### src/rtl/aes_block_packer_pkg.sv
// Shared constants and FSM state type for the AES block packer.
// Contents:
//   AES_WORD_W / AES_BLOCK_W / AES_WPB  stream word width, AES block width, words per block
//   AES_IDX_W                           width of the word index inside a block
//   AES_NBLK_W                          width of the per-job block count
//   aes_packer_state_t                  packer sequencing states
package aes_block_packer_pkg;

  localparam int AES_WORD_W  = 32;
  localparam int AES_BLOCK_W = 128;
  localparam int AES_WPB     = AES_BLOCK_W / AES_WORD_W;
  localparam int AES_IDX_W   = 2;
  localparam int AES_NBLK_W  = 16;

  typedef enum logic [2:0] {
    PK_IDLE,
    PK_FILL,
    PK_ISSUE,
    PK_WAIT,
    PK_DRAIN
  } aes_packer_state_t;

endpackage

### src/rtl/aes_block_packer_word_sreg.sv
// aes_word_sreg: BLOCK_W-wide word shift register with a word index.
// Used both to pack words into a block (shift words in at the LSW end, so the
// first word ends up as the MSW) and to unpack a block (parallel load, then
// shift left so the MSW is always the word being presented).
// Ports:
//   clk        in   clock
//   rst        in   synchronous active-high reset
//   clr        in   synchronous soft clear (same effect as rst)
//   load       in   parallel load of load_data; index returns to 0
//   load_data  in   BLOCK_W block to load
//   shift      in   shift left by one word, word_in enters at the LSW; index advances
//   word_in    in   WORD_W word shifted in
//   block      out  current register contents
//   last       out  index points at the final word of the block
module aes_word_sreg
  import aes_block_packer_pkg::*;
#(
  parameter int WORD_W  = AES_WORD_W,
  parameter int BLOCK_W = AES_BLOCK_W,
  parameter int IDX_W   = AES_IDX_W
) (
  input  logic               clk,
  input  logic               rst,
  input  logic               clr,
  input  logic               load,
  input  logic [BLOCK_W-1:0] load_data,
  input  logic               shift,
  input  logic [WORD_W-1:0]  word_in,
  output logic [BLOCK_W-1:0] block,
  output logic               last
);

  localparam logic [IDX_W-1:0] LAST_IDX = IDX_W'(BLOCK_W / WORD_W - 1);

  logic [BLOCK_W-1:0] data;
  logic [IDX_W-1:0]   idx;

  always_ff @(posedge clk) begin
    if (rst || clr) begin
      data <= '0;
      idx  <= '0;
    end else if (load) begin
      data <= load_data;
      idx  <= '0;
    end else if (shift) begin
      data <= {data[BLOCK_W-WORD_W-1:0], word_in};
      // Index is exactly as wide as the word count, so it wraps to 0 at each block boundary.
      idx  <= idx + IDX_W'(1);
    end
  end

  assign block = data;
  assign last  = (idx == LAST_IDX);

endmodule

### src/rtl/aes_block_packer.sv
// aes_block_packer: engine-side datapath between the HWPE plaintext/ciphertext
// streams and the AES core. Packs four 32-bit plaintext words (first word = MSW)
// into a 128-bit block, offers it to the core, latches the core result and
// unpacks it MSW-first onto the ciphertext stream. One block in flight at a time.
// Ports:
//   clk, reset, clear_i           clock, sync active-high reset, sync soft clear
//   start_i, n_blocks_i           job start (honoured in IDLE) and block count
//   in_data_i/in_valid_i/in_ready_o              plaintext word stream
//   core_block_o/core_valid_o/core_ready_i       block to AES core
//   core_res_i/core_res_valid_i/core_res_ready_o result from AES core
//   out_data_o/out_valid_o/out_ready_i           ciphertext word stream
//   blk_cnt_o                     blocks fully drained in the current job
//   busy_o                        high whenever not IDLE
//   done_o                        one-cycle pulse at job end
module aes_block_packer
  import aes_block_packer_pkg::*;
#(
  parameter int WORD_W  = AES_WORD_W,
  parameter int BLOCK_W = AES_BLOCK_W,
  parameter int NBLK_W  = AES_NBLK_W
) (
  input  logic               clk,
  input  logic               reset,
  input  logic               clear_i,
  input  logic               start_i,
  input  logic [NBLK_W-1:0]  n_blocks_i,
  input  logic [WORD_W-1:0]  in_data_i,
  input  logic               in_valid_i,
  output logic               in_ready_o,
  output logic [BLOCK_W-1:0] core_block_o,
  output logic               core_valid_o,
  input  logic               core_ready_i,
  input  logic [BLOCK_W-1:0] core_res_i,
  input  logic               core_res_valid_i,
  output logic               core_res_ready_o,
  output logic [WORD_W-1:0]  out_data_o,
  output logic               out_valid_o,
  input  logic               out_ready_i,
  output logic [NBLK_W-1:0]  blk_cnt_o,
  output logic               busy_o,
  output logic               done_o
);

  aes_packer_state_t state_q, state_d;

  logic [NBLK_W-1:0]  n_blocks_q;
  logic [NBLK_W-1:0]  blk_cnt_q;
  logic [NBLK_W-1:0]  blk_cnt_inc;
  logic               done_q, done_d;
  logic               start_ok;
  logic               in_hs, res_hs, out_hs;
  logic               pack_last, unpack_last;
  logic               blk_done;
  logic [BLOCK_W-1:0] unpack_block;

  assign in_hs       = in_valid_i & in_ready_o;
  assign res_hs      = core_res_valid_i & core_res_ready_o;
  assign out_hs      = out_valid_o & out_ready_i;
  assign start_ok    = (state_q == PK_IDLE) & start_i;
  assign blk_done    = out_hs & unpack_last;
  assign blk_cnt_inc = blk_cnt_q + NBLK_W'(1);

  aes_word_sreg #(.WORD_W(WORD_W), .BLOCK_W(BLOCK_W), .IDX_W(AES_IDX_W)) u_pack (
    .clk       (clk),
    .rst       (reset),
    .clr       (clear_i),
    .load      (1'b0),
    .load_data ('0),
    .shift     (in_hs),
    .word_in   (in_data_i),
    .block     (core_block_o),
    .last      (pack_last)
  );

  // The unpack register shifts zeros in behind the departing words.
  aes_word_sreg #(.WORD_W(WORD_W), .BLOCK_W(BLOCK_W), .IDX_W(AES_IDX_W)) u_unpack (
    .clk       (clk),
    .rst       (reset),
    .clr       (clear_i),
    .load      (res_hs),
    .load_data (core_res_i),
    .shift     (out_hs),
    .word_in   ('0),
    .block     (unpack_block),
    .last      (unpack_last)
  );

  assign out_data_o = unpack_block[BLOCK_W-1 -: WORD_W];

  always_ff @(posedge clk) begin
    if (reset || clear_i) begin
      state_q    <= PK_IDLE;
      n_blocks_q <= '0;
      blk_cnt_q  <= '0;
      done_q     <= 1'b0;
    end else begin
      state_q <= state_d;
      done_q  <= done_d;
      if (start_ok) begin
        n_blocks_q <= n_blocks_i;
        blk_cnt_q  <= '0;
      end else if (blk_done) begin
        blk_cnt_q <= blk_cnt_inc;
      end
    end
  end

  always_comb begin
    state_d          = state_q;
    done_d           = 1'b0;
    in_ready_o       = 1'b0;
    core_valid_o     = 1'b0;
    core_res_ready_o = 1'b0;
    out_valid_o      = 1'b0;
    case (state_q)
      PK_IDLE: begin
        if (start_i) begin
          // An empty job completes immediately without leaving IDLE.
          if (n_blocks_i == '0) done_d  = 1'b1;
          else                  state_d = PK_FILL;
        end
      end
      PK_FILL: begin
        in_ready_o = 1'b1;
        if (in_hs && pack_last) state_d = PK_ISSUE;
      end
      PK_ISSUE: begin
        core_valid_o = 1'b1;
        if (core_ready_i) state_d = PK_WAIT;
      end
      PK_WAIT: begin
        core_res_ready_o = 1'b1;
        if (core_res_valid_i) state_d = PK_DRAIN;
      end
      PK_DRAIN: begin
        out_valid_o = 1'b1;
        if (out_ready_i && unpack_last) begin
          if (blk_cnt_inc == n_blocks_q) begin
            state_d = PK_IDLE;
            done_d  = 1'b1;
          end else begin
            state_d = PK_FILL;
          end
        end
      end
      default: state_d = PK_IDLE;
    endcase
  end

  assign blk_cnt_o = blk_cnt_q;
  assign busy_o    = (state_q != PK_IDLE);
  assign done_o    = done_q;

endmodule

### config.mk
export PLATFORM = sky130hd
export DESIGN_NAME = aes_block_packer
export DESIGN_NICKNAME = d
export VERILOG_FILES = /design/src/rtl/aes_block_packer_pkg.sv /design/src/rtl/aes_block_packer_word_sreg.sv /design/src/rtl/aes_block_packer.sv
export SDC_FILE = /design/constraint.sdc
export NUM_CORES = 1
export LEC_CHECK = 0
export ABC_CLOCK_PERIOD_IN_PS = 2900
export BUFFER_PORTS_ARGS = -buffer_cell sky130_fd_sc_hd__buf_2
export CAP_MARGIN = 20
export CORE_MARGIN = 2
export CORE_UTILIZATION = 28
export DETAILED_ROUTE_END_ITERATION = 10
export GPL_TIMING_DRIVEN = 1
export PLACE_DENSITY = 0.45
export SLEW_MARGIN = 25
export SYNTH_ARGS = -nofsm -noshare
export SYNTH_HDL_FRONTEND = slang
export SYNTH_SLANG_ARGS = --single-unit
### constraint.sdc
create_clock -name clk -period 2.9 [get_ports clk]
set_input_delay 0 -clock clk [delete_from_list [all_inputs] [get_ports clk]]
set_output_delay 0 -clock clk [all_outputs]
set_load 0.005 [all_outputs]
Word level (Yosys, flattened, before mapping)
Index checks and enable logic that the tools add are counted.
{"block": "word_totals", "ff_bits": 296, "latch_bits": 0, "ram_bits": 0, "romBits": 0, "inputBits": 184, "out_inout_bits": 182, "wordCells": 58, "memories": 0}
{"block": "op_classes", "addsub": 3, "mul": 0, "div_mod_pow": 0, "magnitude_cmp": 0, "n_eq_ne": 13, "shift": 0, "n_mux": 19, "n_bitwise": 5, "n_reduce_logical": 10}
{"cell": "two-way mux 128 bit", "count": 2}
{"cell": "two-way mux 3 bit", "count": 6}
{"cell": "adder 16 x 1 -> 16 bit (second input constant)", "count": 1}
{"cell": "== test 16 bit", "count": 1}
{"cell": "zero test 16 bit", "count": 1}
{"cell": "case mux 3 bit (5 select lines)", "count": 1}
{"cell": "inequality test 2 bit (second input constant)", "count": 6}
{"cell": "two-way mux 1 bit", "count": 9}
{"cell": "== test 3 x 2 -> 1 bit (second input constant)", "count": 2}
{"cell": "AND reduction 6 bit", "count": 1}
{"cell": "bitwise AND 1 bit", "count": 5}
{"cell": "adder 2 x 1 -> 2 bit (second input constant)", "count": 2}
{"cell": "== test 2 bit (second input constant)", "count": 2}
{"cell": "OR reduction 2 bit", "count": 2}
{"cell": "== test 3 x 1 -> 1 bit (second input constant)", "count": 1}
{"cell": "== test 3 bit (second input constant)", "count": 1}
{"cell": "zero test 3 bit", "count": 1}
{"cell": "nonzero test 3 bit", "count": 1}
{"cell": "logical AND 1 bit", "count": 2}
{"cell": "case mux 1 bit (2 select lines)", "count": 1}
{"cell": "nonzero test 2 bit", "count": 1}
{"cell": "logical OR 1 bit", "count": 1}

Depth between registers and ports, before layout
Gate-level depths: netlist of run 1.
{"block": "logic_depth", "word_depth": 6, "mapped_depth": 9, "ltp_nobuf": 7}

Cells and area by module
From an unflattened synthesis of run 1, not the netlist that was laid out.
{"block": "unflattened", "hier_cells": 1431, "area_unflattened_um2": 14475.1}
{"module": "aes_word_sreg", "instances": 2, "cells_each": 579, "area_per_inst_um2": 6180.9, "seq_area_each_um2": 2602.5}
{"module": "aes_block_packer", "instances": 1, "cells_each": 273, "area_per_inst_um2": 2113.3, "seq_area_each_um2": 720.7}

Worst setup path after synthesis of run 1
Ideal clock, no wire load.
{"block": "synth_timing", "kind": "reg2reg", "start": "register blk_cnt_q[0] (netlist: blk_cnt_o[0])", "end": "register state_q[0]", "setup_time_ns": 0.119, "t_arrival_ns": 2.162, "path_slack_ns": 0.619, "path_stages_with_launch": 8, "period_less_slack_ns": 2.281, "cell_sequence": "dfxtp_1 -> ha_1 -> xor2_1 -> or2_0 -> or3_1 -> a2111o_1 -> nor4_2 -> o21ai_1"}
{"block": "synth_between", "elab_chain_cells": 5}
{"item": "start, declared", "line": "aes_block_packer.sv:47", "rtl": "logic [NBLK_W-1:0] blk_cnt_q;"}
{"item": "start signal, assigned", "line": "aes_block_packer.sv:103", "rtl": "blk_cnt_q <= blk_cnt_inc;"}
{"item": "adder 16 x 1 -> 16 bit", "line": "aes_block_packer.sv:61", "rtl": "assign blk_cnt_inc = blk_cnt_q + NBLK_W'(1);"}
{"item": "named net blk_cnt_inc[1]", "line": "aes_block_packer.sv:48", "rtl": "logic [NBLK_W-1:0] blk_cnt_inc;"}
{"item": "== test 16 bit", "line": "aes_block_packer.sv:138", "rtl": "if (blk_cnt_inc == n_blocks_q) begin"}
{"item": "two-way mux 1 bit", "line": "aes_block_packer.sv:138"}
{"item": "two-way mux 3 bit", "line": "aes_block_packer.sv:137", "rtl": "if (out_ready_i && unpack_last) begin"}
{"item": "case mux 3 bit (5 select lines)", "line": "aes_block_packer.sv:115", "rtl": "case (state_q)"}
{"item": "end signal, assigned", "line": "aes_block_packer.sv:97", "rtl": "state_q <= state_d;"}
{"item": "end, declared", "line": "aes_block_packer.sv:44", "rtl": "aes_packer_state_t state_q, state_d;"}
The timed path passes the listed nets, and every way through them passes these cells. The select of a mux whose other input is x is not followed.
A chain may end at the register's enable or synchronous reset.

Worst setup path in the final report of run 1
{"block": "layout_timing", "start": "register state_q[0]", "end": "register u_pack.data[27] (netlist: u_pack.block[27])"}
{"block": "layout_between", "elab_chain_cells": 3}
{"item": "== test 3 x 1 -> 1 bit", "line": "aes_block_packer.sv:115"}
{"item": "two-way mux 1 bit", "line": "aes_block_packer.sv:115"}
{"item": "bitwise AND 1 bit", "line": "aes_block_packer.sv:56", "rtl": "assign in_hs = in_valid_i & in_ready_o;"}
{"item": "end signal, assigned", "line": "aes_block_packer_word_sreg.sv:43", "rtl": "data <= load_data;"}
{"item": "end signal, assigned", "line": "aes_block_packer_word_sreg.sv:46", "rtl": "data <= {data[BLOCK_W-WORD_W-1:0], word_in};"}
{"item": "end, declared", "line": "aes_block_packer_word_sreg.sv:35", "rtl": "logic [BLOCK_W-1:0] data;"}
No other way between the ends.

==> out/qor.txt, run 1 <==
status = completed
Pwr Density = 554 mW/mm^2
Hold Vio Cnt, Final = 0
mapped cell area = 0.0116 sq mm
Primary FF master, synth = dfxtp_1
Avg Synthesized Cell Area = 8.13 sq um
GRT Residual Overflow = 0
post-synthesis sequential area ratio = 51.3%
Port Buffers = 365
H-tree depth = 2
Max Slew Vio Count = 0
CP required = 3.37 ns
DR iter-0 viols = 768
Cell Chain, Critical Path = nand2b_1 -> nor2_2 -> and2_4 -> buf_4 -> nand2_1 -> a21oi_1 -> dlygate4sd3_1
ys async rst share = 0%
first-pass GRT wire length = 61000 um
EDFF count, synth = 0
Post-CTS Setup Bufs = 0
final setup violation count = 0
vias per cell = 4.67
top cell type by total area after synthesis = dfxtp_1
Max Cap Viol = 0
# fillers = 4196
Routed Antenna Nets = 0
Starting Density = 28.3%
wirelength, routed = 39000 um
CTS Buffer Depth = 3
Synth warnings = 0
largest net degree at the start of global routing = 154
min-delay worst type = in -> reg
Worst setup EP type = register
initial antenna violation count = 0
Die ar. = 0.0429 sq mm
vias in the first global route = 11100
antenna diode count = 0
drt pass-1 iters = 5
worst clock skew = 0.0153 ns
IO Pins = 366
area fraction of the dominant cell type after synthesis = 51.3%
final net count = 2075
drt drc = 0
Largest stage delay, worst path = 0.55 ns
Tcrit/Tclk final = 88.7%
Reg clk slew, reported paths = 0.06 ns
main area contributors after synthesis = dfxtp_1, nand2_1, a21oi_1
Site Rows = 74
GPL Wtd Cong = 0.795
maximum fanout along the worst path = 22
Synth Net Count = 1608
worst vdd rail ir drop = 0.000326 V
Slowest-stage cell, CP = dlygate4sd3_1
Total Negative Setup Slacks = 0 ns
Tot Pwr = 9.27 mW
wire per inst = 15.9 um
crit path time final = 2.57 ns
Yosys reg bits = 296
WS Path Type = reg -> reg
CTS tree = yes
Synth-to-Final Area Change = 44.8%
CTS buffer count = 36
Die Height = 207 um
buffers and inverters on the worst path = 2
Core Region = 0.0408 sq mm
actual slew at the worst max-slew pin = 0.797 ns
number of clock sinks = 296
GRT Overall Usage = 17.4%
Synth Instances = 1421
Unique masters post-synth = 48
f_max = 389 MHz
Die X = 207 um
Sequential Area = 0.00593 sq mm
Top delay family on crit path = simple AND/OR/NAND/NOR gates
layout cells sized above 1 = 23.5%
placed wire-length estimate = 25600 um
via count = 11400
area of the multi-input gates = 0.00496 sq mm
crit path launch type = register
Leak Pwr = 6.43 nW
clock latency on the worst-skew pair = 0.54 ns
root buffer cell = clkbuf_16
RSZ-0062 raised after global routing = no
CP arrival = 3.04 ns
relative slew slack = 46.4%
layer usage:
layer,GRT usage (%),up-vias,part of all wire (%)
li1,-,5737,-
met1,21.4,5301,43
met2,29.2,313,48
met3,4.05,68,5.7
met4,6.85,0,3.0
met5,0,-,0
flip-flops by register name (all words and copies together) (netlist names):
register / count
u_pack.block: 128
u_unpack.block: 128
blk_cnt_o: 16
n_blocks_q: 16
state_q: 3
u_pack.idx: 2
u_unpack.idx: 2
done_o: 1
cell usage after synthesis (all sizes together), types with 4 or more instances:
master and instances:
a21oi 246, a22oi 129, and2 4, buf 53
clkbuf 92, dfxtp 296, inv 4, nand2 404
nand3 11, nand4 6, nor2 70, nor3 12
nor4 11, o21ai 6, xnor2 25, xor2 12
placed cells by master, fill, tap and decap left out, types with 11 or more instances in the layout:
| cell type | count |
|---|---|
| a21oi_1 | 246 |
| dlygate4sd3_1 | 190 |
| nand3_1 | 11 |
| buf_2 | 365 |
| nand2_1 | 403 |
| nor3_1 | 12 |
| clkbuf_16 | 38 |
| clkbuf_8 | 11 |
| xor2_1 | 12 |
| xnor2_1 | 25 |
| dfxtp_1 | 296 |
| nor2_1 | 67 |
| a22oi_1 | 129 |
metrics by stage:
stage               utilization, %  cell area, sq um  hold WS (ns)  setup slack [ns]  cells
global placement              33.4             13600         0.241             0.574   2191
CTS                           41.0             16700        0.0528             0.122   2443
finish                        41.0             16700        0.0884             0.327   2444
floorplan                        -             11600         0.136             0.619   1421
global route                  41.0             16700        0.0927             0.118   2444
detailed placement            33.4             13600         0.248             0.548   2191
final cells by class:
class                   instances  share of cell area (%)
flip-flops and latches        296                    35.4
multi-input cells             977                    29.6
repair buffers                573                    23.8
clock buffers                  57                    6.76
well taps                     532                    3.98
clock inverters                 5                   0.381
inverters                       4                  0.0897
power breakdown:
group          internal, mW  leakage [nW]  switching, mW
Clock                  2.76         0.586           1.77
Combinational         0.323          3.46          0.313
Sequential             4.09          2.39         0.0175
worst register-to-register path, delay by kind of cell (launching register included):
family                 cells  cell delay (ns)
AND/OR/NAND/NOR            4             1.04
buffers and inverters      2             0.87
flip-flops                 1             0.49
AO/OA/AOI/OAI              1             0.12
logic make-up (layout without fill, tap and decap cells):
group,count (synthesis),count (layout),synth area share [%]
fa+ha+maj,3,3,0.325
xor+xnor,37,37,2.80
flops,296,296,51.3
compound gates,398,398,20.5
buf+inv,149,639,6.17
mux,2,2,0.173
simple gates,536,537,18.8
final timing paths:
path	start	end	slack, ns	cells after the start
hold / removal	reset	done_o$_SDFF_PP0_	0.09	4
setup reg to reg	state_q[0]$_SDFFE_PP0P_	u_pack.block[27]$_SDFFE_PP0P_	0.33	7
setup / recovery	state_q[0]$_SDFFE_PP0P_	u_pack.block[27]$_SDFFE_PP0P_	0.33	7
hold reg to reg	u_unpack.block[113]$_SDFFE_PP0P_	u_unpack.block[113]$_SDFFE_PP0P_	0.45	2
what timing repair did:
item | 4_1_cts | 5_1_grt
endpoints found under the hold margin | 201 | 0
hold buffers | 190 | 0
endpoints found under the setup margin | 0 | 1
gates resized for setup | 0 | 1
Power figures use the tool's default switching activity.
==> run 2: changes to the inputs <==
- GPL_TIMING_DRIVEN: 1 -> 0
- SETUP_SLACK_MARGIN: not set -> 0.4
==> run 2 against run 1 <==
- sequential cell count unchanged
- sequential share of layout area decreased by 1.0 points
- via count increased by 5.9%
- setup slack improved by 0.16 ns
- sequential power about the same
- largest power group unchanged
- highest routed layer unchanged
==> out/qor.txt, run 2 (synthesized netlist as in run 1, its figures left out) <==
Cell Chain, Critical Path = ha_2 -> xor2_1 -> or2_0 -> or3_1 -> a2111o_1 -> nor4_4 -> o21ai_1
number of clock sinks = 296
initial antenna violation count = 1
vias in the first global route = 12000
Routed Antenna Nets = 0
worst clock skew = 0.0135 ns
Worst setup EP type = register
first-pass GRT wire length = 68900 um
vias per cell = 4.70
drt pass-1 iters = 5
Die ar. = 0.0429 sq mm
sw frac = 22.8%
Sequential Power Share = 43.0%
r2r startpoint = blk_cnt_o[0]$_SDFFE_PP0P_
DR iter-0 viols = 503
status = completed
Slowest-stage cell, CP = a2111o_1
final net count = 2199
Max Slew Vio Count = 0
H-tree depth = 2
wirelength, routed = 44900 um
CTS Buffer Depth = 3
Hold Crit Depth = 4
Die X = 207 um
GRT Residual Overflow = 0
P_int = 7.36 mW
leading cell types in the layout, fill and taps excluded = nand2_1, buf_2, dfxtp_1
R2R depth = 7
GPL Wtd Cong = 0.831
Tot Pwr = 9.53 mW
IO Pins = 366
GRT Overall Usage = 20.3%
layout cells sized above 1 = 24.2%
crit path launch type = register
Psw = 2.17 mW
clock latency on the worst-skew pair = 0.54 ns
Top delay family on crit path = simple AND/OR/NAND/NOR gates
Synth-to-Final Area Change = 49.2%
power share of the clock group = 49.9%
Pwr Density = 553 mW/mm^2
crit path time final = 2.41 ns
largest net degree at the start of global routing = 13
R2R Path End = state_q[0]$_SDFFE_PP0P_
Site Rows = 74
drt drc = 0
worst vdd rail ir drop = 0.000333 V
CTS buffer count = 37
Tcrit/Tclk final = 83.1%
Largest stage delay, worst path = 0.45 ns
maximum fanout along the worst path = 7
reg-to-reg slack, setup = 0.49 ns
actual slew at the worst max-slew pin = 1.02 ns
RSZ-0062 raised after global routing = yes
# fillers = 4218
WS Path Type = reg -> reg
Die Height = 207 um
commonest non-fill, non-tap cell in the layout = nand2_1
buffers and inverters on the worst path = 0
Max Cap Viol = 0
hold_sp = start_i
combinational share of power = 7.1%
Total Negative Setup Slacks = 0 ns
CP required = 3.33 ns
root buffer cell = clkbuf_16
Reg clk slew, reported paths = 0.05 ns
Hold Vio Cnt, Final = 0
CP arrival = 2.84 ns
relative slew slack = 32.2%
CTS tree = yes
Core Region = 0.0408 sq mm
Leak Pwr = 6.73 nW
min-delay worst type = in -> reg
via count = 12100
final setup violation count = 0
Worst Setup SP = blk_cnt_o[0]$_SDFFE_PP0P_
Worst Hold End = state_q[0]$_SDFFE_PP0P_
f_max = 415 MHz
Finished Core Util = 42.2%
placed wire-length estimate = 33600 um
wire per inst = 17.5 um
Port Buffers = 365
Starting Density = 28.3%
==> run 2: cell count changes in the layout (fill, tap and decap cells not counted), sizes merged <==
cell / delta
inv: +2
bufinv: +2
diode: +2
clkbuf: +86
clkinv: +2
buf: +38
and2: -1
dlygate4sd3: -3
clkinvlp: -1
==> run 2: final cells by class <==
| type | count | area, sq um | area share [%] |
|---|---|---|---|
| sequential | 296 | 5930 | 34.4 |
| multi-input combinational | 976 | 4960 | 28.8 |
| timing repair buffer | 552 | 3700 | 21.5 |
| clock buffer | 54 | 1130 | 6.55 |
| buffer | 145 | 704 | 4.09 |
| tap | 532 | 666 | 3.86 |
| clock inverter | 10 | 133 | 0.769 |
| inverter | 4 | 15.0 | 0.0871 |
| antenna | 2 | 5.00 | 0.0290 |
==> run 2: worst max-delay path by stage <==
| stage | depth (start not counted) | to | slack [ns] |
|---|---|---|---|
| 5_1_grt | 9 | u_pack.block[104]$_SDFFE_PP0P_ | 0.32 |
| 6_report | 7 | state_q[0]$_SDFFE_PP0P_ | 0.49 |
| 4_1_cts | 8 | state_q[0]$_SDFFE_PP0P_ | 0.41 |
| 2_1_floorplan | 7 | state_q[0]$_SDFFE_PP0P_ | 0.62 |
| 3_3_place_gp | 8 | state_q[0]$_SDFFE_PP0P_ | 0.34 |
| 3_5_place_dp | 8 | state_q[0]$_SDFFE_PP0P_ | 0.32 |
==> run 2: per-layer routing <==
layer  vias up  share of wire, %  track usage (%)
met2       325                47             33.6
met1      5694                44             25.6
li1       5997                 -                -
met5         -                 0                0
met4         0               3.2             7.93
met3        79               5.8             4.75
==> run 2: timing repair <==
item	CTS	global route
gates resized for setup	5	15
cloned	0	0
hold endpoints to repair	180	0
hold buffers	187	0
setup buffers	0	0
setup endpoints to repair	84	153
==> run 2: power by group through the flow <==
stage	registers [mW]	logic (mW)	clock network (mW)
finish	4.10	0.674	4.76
global route	4.10	0.734	5.07
global placement	4.19	0.468	0
CTS	4.10	0.673	4.90
floorplan	4.19	0.202	0
detailed placement	4.19	0.471	0
==> run 2: metrics by stage <==
| stage | hold WS, ns | area [sq um] | instances | worst slack, ns |
|---|---|---|---|---|
| floorplan | 0.136 | 11600 | 1421 | 0.619 |
| global placement | 0.244 | 14100 | 2318 | 0.339 |
| detailed placement | 0.248 | 14100 | 2318 | 0.325 |
| CTS | 0.0161 | 17200 | 2569 | 0.410 |
| global route | 0.0527 | 17200 | 2570 | 0.319 |
| finish | 0.0447 | 17200 | 2571 | 0.491 |
==> run 2: worst reg2reg max path, cell delays in order, from the launching register on <==
cell	delay, ns
dfxtp_4	0.40
ha_2	0.30
xor2_1	0.17
or2_0	0.26
or3_1	0.35
a2111o_1	0.45
nor4_4	0.29
o21ai_1	0.08
